File: src/rtl/touch_key_decode_if.sv
// rtl/touch_key_decode_if.sv - touch-controller inputs and soft-key event outputs
interface touch_key_decode_if;
  logic        touch_valid;
  logic [2:0]  tp_num;
  logic [31:0] tp1_xy;
  logic        key_press;
  logic        key_long;
  logic        key_rpt;
  logic        key_release;
  logic [2:0]  key_code;
  logic        key_hold;

  modport master (
    output touch_valid, tp_num, tp1_xy,
    input  key_press, key_long, key_rpt, key_release, key_code, key_hold
  );

  modport slave (
    input  touch_valid, tp_num, tp1_xy,
    output key_press, key_long, key_rpt, key_release, key_code, key_hold
  );
endinterface

File: src/rtl/touch_key_decode.sv
// rtl/touch_key_decode.sv - debounced soft-key events for an 8-button vertical column
module touch_key_decode #(
  parameter int DEBOUNCE_CYC = 500000,
  parameter int LONG_CYC     = 25000000,
  parameter int REPEAT_CYC   = 5000000,
  parameter int BTN_X0       = 720,
  parameter int BTN_W        = 80,
  parameter int BTN_Y0       = 0,
  parameter int BTN_PITCH    = 60,
  parameter int BTN_H        = 56
) (
  input  logic               sys_clk,
  input  logic               sys_rst,
  touch_key_decode_if.slave  bus
);

  localparam logic [23:0] DEB_THR  = 24'(DEBOUNCE_CYC);
  localparam logic [23:0] LONG_THR = 24'(LONG_CYC);
  localparam logic [23:0] RPT_THR  = 24'(REPEAT_CYC);
  localparam logic [15:0] X_LO     = 16'(BTN_X0);
  localparam logic [15:0] X_SPAN   = 16'(BTN_W);
  localparam logic [15:0] Y_SPAN   = 16'(BTN_H);

  typedef enum logic [1:0] {
    ST_IDLE,
    ST_DEBOUNCE,
    ST_HOLD,
    ST_REPEAT
  } state_t;

  logic [15:0] pos_x;
  logic [15:0] pos_y;
  logic [7:0]  btn_hit;
  logic        hit;
  logic [2:0]  hit_idx;
  logic        qual;

  state_t      state;
  logic [2:0]  cand;
  logic [23:0] cnt;
  logic [23:0] hcnt;
  logic [23:0] rcnt;
  logic        key_press_q;
  logic        key_long_q;
  logic        key_rpt_q;
  logic        key_release_q;
  logic [2:0]  key_code_q;
  logic        key_hold_q;

  assign pos_x = bus.tp1_xy[31:16];
  assign pos_y = bus.tp1_xy[15:0];

  // Range check as (v - lo) < span: a coordinate below lo wraps to a large
  // value, so one unsigned compare covers both edges of each axis.
  for (genvar gi = 0; gi < 8; gi++) begin : g_btn
    localparam logic [15:0] Y_LO = 16'(BTN_Y0 + gi * BTN_PITCH);
    assign btn_hit[gi] = (16'(pos_x - X_LO) < X_SPAN) &&
                         (16'(pos_y - Y_LO) < Y_SPAN);
  end

  assign hit = |btn_hit;

  // Buttons never overlap, so at most one bit is set; encode it to an index.
  always_comb begin
    hit_idx = 3'd0;
    for (int i = 7; i >= 0; i--) begin
      if (btn_hit[i]) hit_idx = 3'(i);
    end
  end

  // Outside IDLE the touch only counts if it stays on the latched button.
  assign qual = bus.touch_valid && (bus.tp_num != 3'd0) && hit &&
                ((state == ST_IDLE) || (hit_idx == cand));

  // Key FSM: debounce, hold timing, auto-repeat and release, all outputs registered.
  always_ff @(posedge sys_clk) begin
    if (sys_rst) begin
      state         <= ST_IDLE;
      cand          <= 3'd0;
      cnt           <= 24'd0;
      hcnt          <= 24'd0;
      rcnt          <= 24'd0;
      key_press_q   <= 1'b0;
      key_long_q    <= 1'b0;
      key_rpt_q     <= 1'b0;
      key_release_q <= 1'b0;
      key_code_q    <= 3'd0;
      key_hold_q    <= 1'b0;
    end else begin
      key_press_q   <= 1'b0;
      key_long_q    <= 1'b0;
      key_rpt_q     <= 1'b0;
      key_release_q <= 1'b0;
      case (state)
        ST_IDLE: begin
          key_hold_q <= 1'b0;
          cnt        <= 24'd0;
          hcnt       <= 24'd0;
          rcnt       <= 24'd0;
          if (qual) begin
            cand <= hit_idx;
            if (DEB_THR == 24'd1) begin
              key_press_q <= 1'b1;
              key_code_q  <= hit_idx;
              key_hold_q  <= 1'b1;
              state       <= ST_HOLD;
            end else begin
              cnt   <= 24'd1;
              state <= ST_DEBOUNCE;
            end
          end
        end
        ST_DEBOUNCE: begin
          if (!qual) begin
            cnt   <= 24'd0;
            state <= ST_IDLE;
          end else if (cnt + 24'd1 == DEB_THR) begin
            key_press_q <= 1'b1;
            key_code_q  <= cand;
            key_hold_q  <= 1'b1;
            cnt         <= 24'd0;
            hcnt        <= 24'd0;
            rcnt        <= 24'd0;
            state       <= ST_HOLD;
          end else begin
            cnt <= cnt + 24'd1;
          end
        end
        ST_HOLD, ST_REPEAT: begin
          if (!qual) begin
            // Absence is checked first, so release wins over long/repeat.
            if (rcnt + 24'd1 == DEB_THR) begin
              key_release_q <= 1'b1;
              rcnt          <= 24'd0;
              hcnt          <= 24'd0;
              state         <= ST_IDLE;
            end else begin
              rcnt <= rcnt + 24'd1;
            end
          end else begin
            rcnt <= 24'd0;
            if (state == ST_HOLD) begin
              if (hcnt + 24'd1 == LONG_THR) begin
                key_long_q <= 1'b1;
                hcnt       <= 24'd0;
                state      <= ST_REPEAT;
              end else begin
                hcnt <= hcnt + 24'd1;
              end
            end else begin
              if (hcnt + 24'd1 == RPT_THR) begin
                key_rpt_q <= 1'b1;
                hcnt      <= 24'd0;
              end else begin
                hcnt <= hcnt + 24'd1;
              end
            end
          end
        end
        default: state <= ST_IDLE;
      endcase
    end
  end

  assign bus.key_press   = key_press_q;
  assign bus.key_long    = key_long_q;
  assign bus.key_rpt     = key_rpt_q;
  assign bus.key_release = key_release_q;
  assign bus.key_code    = key_code_q;
  assign bus.key_hold    = key_hold_q;

endmodule
File: src/flat_wrapper.sv
// flat-port wrapper written by rule: the top's interface ports become plain ports
module touch_key_decode_flat 
#(
  parameter int DEBOUNCE_CYC = 500000,
  parameter int LONG_CYC     = 25000000,
  parameter int REPEAT_CYC   = 5000000,
  parameter int BTN_X0       = 720,
  parameter int BTN_W        = 80,
  parameter int BTN_Y0       = 0,
  parameter int BTN_PITCH    = 60,
  parameter int BTN_H        = 56
)
  (sys_clk, sys_rst, bus_touch_valid, bus_tp_num, bus_tp1_xy, bus_key_press, bus_key_long, bus_key_rpt, bus_key_release, bus_key_code, bus_key_hold);
  touch_key_decode_if bus_i ();
  input  logic sys_clk;
  input  logic sys_rst;
  input wire logic [$bits(bus_i.touch_valid)-1:0] bus_touch_valid;
  input wire logic [$bits(bus_i.tp_num)-1:0] bus_tp_num;
  input wire logic [$bits(bus_i.tp1_xy)-1:0] bus_tp1_xy;
  output wire logic [$bits(bus_i.key_press)-1:0] bus_key_press;
  output wire logic [$bits(bus_i.key_long)-1:0] bus_key_long;
  output wire logic [$bits(bus_i.key_rpt)-1:0] bus_key_rpt;
  output wire logic [$bits(bus_i.key_release)-1:0] bus_key_release;
  output wire logic [$bits(bus_i.key_code)-1:0] bus_key_code;
  output wire logic [$bits(bus_i.key_hold)-1:0] bus_key_hold;
  assign bus_i.touch_valid = bus_touch_valid;
  assign bus_i.tp_num = bus_tp_num;
  assign bus_i.tp1_xy = bus_tp1_xy;
  assign bus_key_press = bus_i.key_press;
  assign bus_key_long = bus_i.key_long;
  assign bus_key_rpt = bus_i.key_rpt;
  assign bus_key_release = bus_i.key_release;
  assign bus_key_code = bus_i.key_code;
  assign bus_key_hold = bus_i.key_hold;
  touch_key_decode #(.DEBOUNCE_CYC(DEBOUNCE_CYC), .LONG_CYC(LONG_CYC), .REPEAT_CYC(REPEAT_CYC), .BTN_X0(BTN_X0), .BTN_W(BTN_W), .BTN_Y0(BTN_Y0), .BTN_PITCH(BTN_PITCH), .BTN_H(BTN_H)) u_core (.sys_clk(sys_clk), .sys_rst(sys_rst), .bus(bus_i));
endmodule
File: config.mk
export PLATFORM = sky130hd
export DESIGN_NAME = touch_key_decode_flat
export DESIGN_NICKNAME = d
export VERILOG_FILES = /design/src/rtl/touch_key_decode_if.sv /design/src/rtl/touch_key_decode.sv /design/src/flat_wrapper.sv
export SDC_FILE = /design/constraint.sdc
export NUM_CORES = 1
export LEC_CHECK = 0
export CORE_MARGIN = 4
export CORE_UTILIZATION = 50
export DETAILED_ROUTE_END_ITERATION = 6
export PLACE_DENSITY = 0.8
export SYNTH_ARGS = -nofsm -noshare
export SYNTH_HDL_FRONTEND = slang
export SYNTH_SLANG_ARGS = --single-unit
File: constraint.sdc
create_clock -name sys_clk -period 15.2 [get_ports sys_clk]
set_clock_uncertainty 0.1 [all_clocks]
set_input_delay 4.56 -clock sys_clk [delete_from_list [all_inputs] [get_ports sys_clk]]
set_output_delay 4.56 -clock sys_clk [all_outputs]
set_load 0.02 [all_outputs]
## Yosys cells after proc, flatten, opt, wreduce, memory -nomap -nowiden

Index checks and enable logic that the tools add are counted.
Widths: inputs -> output; s select.

- Reduce and logical (&&, ||, !) cells: 27
- Multipliers: 0
- Order comparisons: 9
- Shift operators: 0
- $add $sub $neg: 11
- Equal/unequal tests: 15
- Divide/modulo/power cells: 0
- Muxes and demuxes: 38
- Bitwise gates (word level): 4

Operator list:

| cell | count |
|---|---|
| $mux 24 | 11 |
| $pmux 24 s3 | 2 |
| $lt 16x6->1 const B | 8 |
| $add 24x1->24 const B | 3 |
| $eq 24x19->1 const B | 2 |
| $eq 24x23->1 const B | 2 |
| $pmux 24 s2 | 1 |
| $sub 16x9->16 const B | 3 |
| $sub 16x8->16 const B | 2 |
| $mux 3 | 8 |
| $lt 16x7->1 const B | 1 |
| $sub 16x10->16 const B | 1 |
| $sub 16x6->16 const B | 1 |
| $sub 16x7->16 const B | 1 |
| $mux 2 | 7 |
| $logic_and 1x1->1 | 11 |
| $ne 3x3->1 const B | 3 |
| $reduce_and 3->1 | 3 |
| $reduce_or 4->1 | 2 |
| $reduce_or 8->1 | 1 |
| $mux 1 | 7 |
| $ne 2x1->1 const B | 3 |
| $pmux 2 s3 | 1 |
| $reduce_or 3->1 | 2 |
| other kinds (13) | 18 |

- Input port bits: 38
- Word-level logic and storage cells: 115
- Memories: 0
- Output and inout bits: 8
- Bits in latches: 0
- Memory bits (writable): 0
- ROM bits: 0
- Register bits: 85

## Logic depth before layout (Yosys ltp)

- Depth in word-level cells: 16
- Gate-level depth with buffers: 17

## Least setup slack after synthesis

No wires, ideal clock.

- Kind: input to register
- Start: input bus_tp1_xy[4]
- End: register u_core.hcnt[6]
- Path buffers: 4
- Path slack: 6,830 ps
- Data arrival time: 8,153 ps
- Setup time: 117 ps
- Data required time: 14,983 ps
- Stages: 17
- Path through: clkbuf_1 -> clkbuf_1 -> inv_1 -> ha_1 -> a21bo_2 -> a21oi_1 -> or4_1 -> o311ai_0 -> and4_1 -> a21oi_1 -> a2111oi_1 -> nor3_1 -> buf_2 -> nand2_1 -> buf_2 -> nor3_1 -> o22a_1

- Word-level cells in the longest chain between the ends: 16
- Elaborated cells on any way between the ends: 41

Ends and longest elaborated chain:

| what | RTL line | RTL |
|---|---|---|
| from (decl) | flat_wrapper.sv:19 | `input wire logic [$bits(bus_i.tp1_xy)-1:0] bus_tp1_xy;` |
| $sub 16x9->16 | touch_key_decode.sv:58 | `(16'(pos_y - Y_LO) < Y_SPAN);` |
| $lt 16x6->1 | touch_key_decode.sv:58 |  |
| $logic_and 1x1->1 | touch_key_decode.sv:57 | `assign btn_hit[gi] = (16'(pos_x - X_LO) < X_SPAN) &&` |
| $mux 3 (8 in a row) | touch_key_decode.sv:67 | `if (btn_hit[i]) hit_idx = 3'(i);` |
| $eq 3x3->1 | touch_key_decode.sv:73 | `((state == ST_IDLE) \|\| (hit_idx == cand));` |
| $logic_or 1x1->1 | touch_key_decode.sv:73 |  |
| $logic_and 1x1->1 (*) | touch_key_decode.sv:72 | `assign qual = bus.touch_valid && (bus.tp_num != 3'd0) && hit &&` |
| $ne 3x1->1 (no source line), or another cell as far along | n/a |  |
| $reduce_and 3->1 (no source line) or $pmux 24 s3 (tied branches) | n/a |  |
| to (signal assigned) | touch_key_decode.sv:148 | `hcnt <= hcnt + 24'd1;` |
| to (signal assigned) | touch_key_decode.sv:155 | `hcnt <= hcnt + 24'd1;` |
| to (decl) | touch_key_decode.sv:41 | `logic [23:0] hcnt;` |

Every way passes the cells marked *; elsewhere a longest branch is shown, timed or not.
A chain may end at the register's enable or synchronous reset.

## Worst setup path after layout

- Start: input bus_tp1_xy[4]
- End: register u_core.hcnt[15]

Same word-level chain as after synthesis.

==> results.ini <==
[run_status]
status=complete, no violations

[worst_setup_path]
critPathSlowestCell=clkdlybuf4s50_1
cp_common_cell=and4_1
cp_top_family=simple AND/OR/NAND/NOR gates
cp-end-kind=flip-flop
crit_fanout=28
cp.required_ps=15320
crit_path_max_incr_delay_ps=950
cp-start-kind=input port
worst-setup-path-type=input port to flip-flop
crit_arrival_ps=9540
critPathBufInv=3
cp_cell_sequence=clkdlybuf4s50_1, inv_1, ha_1, a21bo_2, a21oi_1, or4_1, o311ai_0, and4_1, and4_1, a211oi_2, nor4_4, nor2_2, o21ai_2, buf_4, a31oi_1

[global_routing]
grt_overflow=0
grt_max_degree=34
grt_pass1_vias=5789
antenna_found_initial=0
grt_pass1_wl_um=27100
track_usage=0.218

[cts]
ctsHoldBuffers=0
clk_pin_slew_ps=60
clock_tree.root_cell=clkbuf_16
cts_tree=built
clock-sinks=85
postCtsResizedCells=0
numCtsBuffers=9
cts_buffer_depth=2
clock_latency_ps=350
cts.htree.levels=3
post_cts_buffers=0

[layout]
final_util=0.576
area_growth_pct=12.3
fin_cells=1068
design_area_sq_mm=0.00726
drive_gt1_frac=0.0569
nets=939
fill_cells=1198
diodes=0

[placement]
placed_cell_area_sq_mm=0.00694
post-place-ws_ps=5470
hpwl_um=11100
place_congestion=0.910
dp_cells=1052
io_buffer_count=39

[synth]
ys_seq_area_frac=0.263
synth-edff-count=0
synth_area_per_cell_sq_um=7.32
ys_seq_elements=85
syn_nets=932
yosys_most_used_dff=dfxtp_1
syn_inst=884
yosysUniqueCellTypes=79
yosys_warnings=0
mappedNetlistArea_sq_mm=0.00647
async_flop_share=0

[die]
die_w_um=122
start_util=0.513
pin_count=46
die-area_sq_mm=0.0148
core_area_sq_mm=0.0126
die_y_um=122
rows=41

[timing]
setup_slack_ps=5780
hold_viol=0
fmax_ghz=0.106
finalSetupViolations=0
hold_ws_ps=380
timing.slew.headroom=0.324
fin_crit_sh=0.620
final-max-slew-violation-count=0
worst_pin_slew_ps=1010
rsz0062_at_grt=no
fin_crit_ps=9420
tns_ps=0

[drt]
drtIter0Drc=586
drt_wl_total_um=15900
antenna_left=0
dr.pass1.iters=5
vias_per_cell=6.21
drc=0
post_drt_wl_per_cell_um=14.9
num_vias=6631

[pwr]
power_density_mw_per_mm2=69.6
p_seq_frac=0.440
p_comb_frac=0.084
leakage_nw=2.56
clkPwrFrac=0.475
total_power_uw=506
ir_drop_uv=58.5
switchingPower_uw=112
p_int_uw=394
switching_share=0.221

[job]
max_cap_viol_count=0

[min_path]
hold_path.class=flip-flop to flip-flop

[cell type report]
type / count / area, sq um / share of cell area
Clock buffer: 12 / 256 / 0.0353
Clock inverter: 4 / 70.1 / 0.00965
Sequential cell: 85 / 1700 / 0.234
Inverter: 27 / 101 / 0.0140
Tap cell: 172 / 215 / 0.0296
Multi-Input combinational cell: 721 / 4470 / 0.615
Timing Repair Buffer: 47 / 450 / 0.0620
[cell usage after synthesis, drive strengths merged (12+ instances only)]
cell type  number  area (sq um)
inv            26          97.6
nand3          76           385
dfxtp          85          1700
nand2          82           308
nand4          32           200
and2           14          87.6
or3            15          98.8
o211ai         17           128
nor3           36           191
and3           31           194
xnor2          19           166
xor2           29           254
buf            12          58.8
a21oi          41           205
nor2           84           318
clkbuf         39           146
o21ai          46           230
a31oi          20           125
[worst paths after layout]
path / from / end / slack (ps) / cells after the start
worst max-delay path: bus_tp1_xy[4] / u_core.hcnt[15] / 5780 / 15
worst min-delay path: u_core.hcnt[1] / u_core.hcnt[1] / 380 / 1
worst max register to register: u_core.cnt[0] / u_core.hcnt[15] / 10400 / 13
worst min register to register: u_core.hcnt[1] / u_core.hcnt[1] / 380 / 1
[worst reg2reg max path, stage by stage, from the launching register on]
cell and delay [ps]:
dfxtp_1 430, ha_1 250, and3_1 230, nand3_1 280
nor3_1 480, nand2_1 210, nor2_1 240, mux2i_1 280
nand4_1 270, nor4_4 890, nor2_2 220, o21ai_2 310
buf_4 360, a31oi_1 130
[cells by family (layout without fill, tap and decap cells)]
family | count (synthesis) | in the layout | share of synthesized area
and+or+nand+nor | 440 | 440 | 0.362
buffers and inverters | 78 | 90 | 0.0474
AOI/OAI and AO/OA | 213 | 213 | 0.228
xor gates and xnor gates | 48 | 48 | 0.0650
adders and majority gates | 10 | 10 | 0.0193
muxes | 10 | 10 | 0.0157
DFF | 85 | 85 | 0.263
[routing by layer]
| layer | GRT usage | wire length [um] |
|---|---|---|
| met5 | 0 | 0 |
| met4 | 0.0854 | 343 |
| met3 | 0.0316 | 789 |
| met2 | 0.350 | 7450 |
| met1 | 0.296 | 7370 |
[sequential cells by signal, summed over array words and instances, names as in the netlist, 2 cells and up]
signal               cells
u_core.hcnt             24
u_core.cnt              24
u_core.bus.key_code      3
u_core.rcnt             24
u_core.state             2
u_core.cand              3
[power groups by stage]
stage / sequential [mW] / combinational [mW] / clock [mW]
2_1_floorplan: 0.228 / 0.0271 / 0
3_3_place_gp: 0.228 / 0.0410 / 0
3_5_place_dp: 0.228 / 0.0419 / 0
4_1_cts: 0.223 / 0.0421 / 0.245
5_1_grt: 0.223 / 0.0466 / 0.254
6_report: 0.223 / 0.0427 / 0.240
[cells in the final DEF, fill, tap and decap left out, drive strengths merged, types with 12 or more instances in the layout]
cell	instances
or3	15
nand4	32
o21ai	46
xor2	29
nand2	82
a21oi	41
clkdlybuf4s50	39
nor2	84
inv	26
a31oi	20
nor3	36
and3	31
o211ai	17
nand3	76
clkbuf	12
and2	14
xnor2	19
dfxtp	85
Note: power is estimated with default switching activity, not from simulation.
